===== src/rtl/four_way_rr_arbiter.sv =====
// Four-requester round-robin arbiter with registered grant outputs.
// A grant lasts until the owner pulses done, drops its request, or
// reaches MAX_HOLD cycles. Every grant is followed by one RELEASE cycle
// with gnt=0, which also arbitrates for the next owner.
module four_way_rr_arbiter #(
  parameter int MAX_HOLD = 8  // legal range 1..255
) (
  input  logic       clk,
  input  logic       reset,
  input  logic [3:0] req,
  input  logic       done,
  output logic [3:0] gnt,
  output logic [1:0] gnt_idx,
  output logic       gnt_valid
);

  typedef enum logic [1:0] {
    IDLE    = 2'd0,
    GRANT   = 2'd1,
    RELEASE = 2'd2
  } state_t;

  state_t     state, state_n;
  logic [1:0] ptr, ptr_n;
  logic [7:0] hold_cnt, hold_n;
  logic [1:0] idx_n;
  logic       valid_n;
  logic [3:0] gnt_n;
  logic [1:0] win;
  logic       any_req;
  logic       release_now;

  // Winner search: first requester at or after ptr, wrapping mod 4.
  always_comb begin
    logic [1:0] cand;
    logic       found;
    win   = 2'd0;
    found = 1'b0;
    cand  = 2'd0;
    for (int k = 0; k < 4; k++) begin
      cand = ptr + 2'(k);
      if (!found && req[cand]) begin
        win   = cand;
        found = 1'b1;
      end
    end
  end

  assign any_req = |req;

  // Any one of the causes ends the grant; several together still give one release.
  assign release_now = done | ~req[gnt_idx] | (hold_cnt == 8'(MAX_HOLD));

  // Next-state and next-output logic.
  always_comb begin
    state_n = state;
    ptr_n   = ptr;
    hold_n  = hold_cnt;
    idx_n   = gnt_idx;
    valid_n = gnt_valid;
    case (state)
      IDLE, RELEASE: begin
        if (any_req) begin
          state_n = GRANT;
          idx_n   = win;
          valid_n = 1'b1;
          ptr_n   = win + 2'd1;  // winner drops to lowest priority
          hold_n  = 8'd1;
        end else begin
          state_n = IDLE;
          valid_n = 1'b0;
        end
      end
      GRANT: begin
        if (release_now) begin
          state_n = RELEASE;
          valid_n = 1'b0;
        end else begin
          // Cannot wrap: release fires at MAX_HOLD <= 255.
          hold_n = hold_cnt + 8'd1;
        end
      end
      default: begin
        state_n = IDLE;
        valid_n = 1'b0;
      end
    endcase
  end

  // 2-to-4 decode of the next index, gated by the next valid bit.
  always_comb begin
    gnt_n    = 4'b0000;
    gnt_n[0] = valid_n & ~idx_n[1] & ~idx_n[0];
    gnt_n[1] = valid_n & ~idx_n[1] &  idx_n[0];
    gnt_n[2] = valid_n &  idx_n[1] & ~idx_n[0];
    gnt_n[3] = valid_n &  idx_n[1] &  idx_n[0];
  end

  // State and output registers; outputs never see req/done combinationally.
  always_ff @(posedge clk) begin
    if (reset) begin
      state     <= IDLE;
      ptr       <= 2'd0;
      hold_cnt  <= 8'd0;
      gnt_idx   <= 2'd0;
      gnt_valid <= 1'b0;
      gnt       <= 4'b0000;
    end else begin
      state     <= state_n;
      ptr       <= ptr_n;
      hold_cnt  <= hold_n;
      gnt_idx   <= idx_n;
      gnt_valid <= valid_n;
      gnt       <= gnt_n;
    end
  end

endmodule


===== config.mk =====
export PLATFORM = sky130hd
export DESIGN_NAME = four_way_rr_arbiter
export DESIGN_NICKNAME = d
export VERILOG_FILES = /design/src/rtl/four_way_rr_arbiter.sv
export SDC_FILE = /design/constraint.sdc
export NUM_CORES = 1
export LEC_CHECK = 0
export CAP_MARGIN = 20
export CORE_ASPECT_RATIO = 1.2
export CORE_MARGIN = 10
export CORE_UTILIZATION = 35
export CTS_BUF_LIST = sky130_fd_sc_hd__clkbuf_16
export CTS_CLUSTER_SIZE = 10
export DETAILED_ROUTE_END_ITERATION = 6
export PLACE_DENSITY = 0.64
export SETUP_SLACK_MARGIN = 0.1
export SLEW_MARGIN = 40
export SYNTH_ARGS = -nofsm -noshare
export SYNTH_HDL_FRONTEND = slang
export SYNTH_SLANG_ARGS = --single-unit

===== constraint.sdc =====
create_clock -name clk -period 3.5 [get_ports clk]
set_clock_uncertainty 0.2 [all_clocks]
set_input_delay 0.7 -clock clk [delete_from_list [all_inputs] [get_ports clk]]
set_output_delay 0.7 -clock clk [all_outputs]
set_load 0.02 [all_outputs]

==> impl_metrics.yaml <==
critical_path:
  start_kind: "input pin"
  r2r-end: "hold_cnt[1]$_SDFFE_PP0P_"
  required_ns: 3.48
  arrival_ns: 2.51
  crit_fanout: 8
  reg2reg_slack_ns: 1.54
  crit-reg2reg-launch: "gnt_idx[0]$_SDFF_PP0_"
  critPathKind: "in -> reg"
  reg2regPathDepth: 5
  crit_path_end_kind: "flop"
route:
  drc: 0
  viasPerCell: 4.97
  drt-pass1-iter-count: 4
  vias: 725
  wl_per_cell_um: 13.3
  drt_wl_total_um: 1950
  ant_nets: 0
  drt_iter0_markers: 22
grt:
  grt_max_degree: 11
  grt_pass1_wl_um: 3420
  grt-ovfl-total: 0
  grt_pass1_vias: 765
  antenna_found_initial: 0
  grt_usage_pct: 8.94
clock_network:
  cts_hold_buf: 0
  cts_tree: "done"
  cts_root_buf: "clkbuf_16"
  htreeDepth: 1
  postCtsSetupRepairBufs: 0
  clk_pin_slew_ns: 0.05
  numClockSinks: 19
  clk_latency_ns: 0.25
  post_cts_resized: 0
  cts_buffer_depth: 2
  cts_buffers: 3
sta:
  period_needed_ns: 2.53
  slew_headroom_pct: 72.7
  slew_violations: 0
  timing.fmax_mhz: 396
  layout_setup_ws_ns: 0.974
  hold_violations: 0
  worstMarginPinSlew_ns: 0.406
  grt_setup_unrepaired: "false"
  fin_crit_sh_pct: 72.2
  setup-violations-final: 0
  finalSetupTns_ns: 0
finish:
  multi_input_area_um2: 497
  insertedDiodeCount: 0
  regArea_um2: 380
  n_fill_cell: 269
  num-nets-final: 123
  drive_gt1_share_pct: 10.6
  syn2layout_area_growth_pct: 27.2
  fin_util_pct: 46.1
synth:
  yosysWarnings: 0
  synth_xor_area_share_pct: 4.83
  synth_simple_gate_area_share_pct: 28.4
  synth_compound_area_share_pct: 16.3
  synth_ff_type: "dfxtp_1"
  ys_seq_area_share_pct: 41.9
  syn_area_per_cell_um2: 9.35
  synthDistinctLibCells: 36
  syn-instance-count: 97
  ys_async_sr_fraction_pct: 0
  syn-cell-area_um2: 907
  ys_seq_elements: 19
  synth_fa_ha_area_share_pct: 2.76
  synth_top_family_by_area: "simple AND/OR/NAND/NOR gates"
  postSynthNetCount: 106
  synth-edff-count: 0
  muxShareOfSynthArea_pct: 2.48
floorplanning:
  rows: 20
  die_area_mm2: 0.00504
  core_area_mm2: 0.00250
  dieWidth_um: 66.5
  io_pins: 14
  initial_core_util_pct: 36.3
  die_h_um: 75.8
status:
  status: "finished clean"
power:
  switching_share_pct: 23.5
  power.net_switching_mw: 0.131
  p_per_area_mw_per_mm2: 482
  p_int_mw: 0.425
  p_clk_share_pct: 40.6
  total_power_mw: 0.556
  p_comb_share_pct: 16.0
  ir_worst_vdd_mv: 0.285
  seq_power_share_pct: 43.4
  leakagePower_nw: 0.453
hold_path:
  hold_start: "state[1]$_SDFFE_PP0P_"
  min_path_type: "reg -> reg"
  hold_end: "state[1]$_SDFFE_PP0P_"
  hold_path_depth: 1
placed_design:
  routabilityCongestion: 0.728
  port-buffer-count: 13
  hpwl_um: 1480
  place_ws_ns: 0.714
run:
  drv_cap: 0
[metal layers]
metal / GRT usage, % / up-vias / wire length (µm)
li1: - / 377 / -
met1: 9.79 / 328 / 890
met2: 14.3 / 15 / 894
met3: 3.82 / 5 / 124
met4: 4.90 / 0 / 36
met5: 0 / - / 0
[cells by family after synthesis]
group	after synthesis
compound gates	17
xor+xnor	5
fa+ha+maj	2
buf+inv	8
flops	19
mux	1
simple gates	45
[worst max path at each step]
stage               cells after the start   start  slack [ns]                  endpoint
global placement                        6  req[3]        0.74  hold_cnt[1]$_SDFFE_PP0P_
floorplan                               5  req[3]        1.33  hold_cnt[1]$_SDFFE_PP0P_
finish                                  6  req[3]        0.97  hold_cnt[1]$_SDFFE_PP0P_
detailed placement                      6  req[3]        0.71  hold_cnt[1]$_SDFFE_PP0P_
CTS                                     6  req[3]        0.97  hold_cnt[1]$_SDFFE_PP0P_
global route                            6  req[3]        0.84  hold_cnt[2]$_SDFFE_PP0P_
[area by class of cell]
| cell class | instances | share of cell area, % |
|---|---|---|
| clock buffer | 3 | 6.51 |
| sequential | 19 | 33.0 |
| multi-input combinational | 70 | 43.1 |
| timing repair buffer | 13 | 11.3 |
| clock inverter | 1 | 0.325 |
| inverter | 7 | 2.28 |
| tap | 33 | 3.58 |
[cells in the mapped netlist (2+ instances only)]
cell type / count / share of area [%]
and3_1: 2 / 1.4
nor3_1: 2 / 1.1
nand2_1: 3 / 1.2
xor2_1: 5 / 4.8
ha_1: 2 / 2.8
nand2b_1: 3 / 2.1
a21oi_1: 3 / 1.7
dfxtp_1: 19 / 42
nor2_1: 17 / 7.0
nor3b_1: 4 / 3.3
nand3_1: 3 / 1.7
a21o_1: 2 / 1.7
inv_1: 7 / 2.9
nand4_1: 2 / 1.4
a211oi_1: 2 / 1.7
[sequential cells by signal, indices dropped and copies added, names as in the netlist]
| name | count |
|---|---|
| gnt_idx | 2 |
| state | 2 |
| ptr | 2 |
| gnt_valid | 1 |
| hold_cnt | 8 |
| gnt | 4 |
[metrics by stage]
step,hold WS (ns),cell area [µm²],std cells
floorplan,0.229,907,97
global placement,0.264,1070,142
detailed placement,0.265,1070,142
CTS,0.275,1150,146
global route,0.313,1150,146
finish,0.285,1150,146
[cell usage in the layout, fill, tap and decap left out, drive strengths merged, types with 2 or more instances in the layout]
cell           synthesis  layout
nand4                  2       2
o21ai                  2       2
inv                    7       8
nand2                  3       3
nor2                  17      17
nor4b                  2       2
ha                     2       2
nor3                   2       2
nand2b                 3       3
a211oi                 2       2
nor3b                  4       4
clkdlybuf4s50          0      13
dfxtp                 19      19
xor2                   5       5
a21o                   2       2
a21oi                  4       4
and3                   2       2
clkbuf                 0       3
nand3                  3       3
[power groups by stage]
stage	registers, mW	logic, mW	clock network, mW
after floorplan	0.250	0.0494	0
after global placement	0.246	0.0876	0
after detailed placement	0.245	0.0892	0
after CTS	0.241	0.0897	0.232
after global routing	0.243	0.0984	0.246
final	0.241	0.0887	0.226
[critical path, stage by stage]
cell	delay (ns)
clkdlybuf4s50_1	0.50
mux4_2	0.51
and2_4	0.16
a21boi_4	0.16
or3_1	0.34
a21oi_2	0.13
Power figures use the tool's default switching activity.
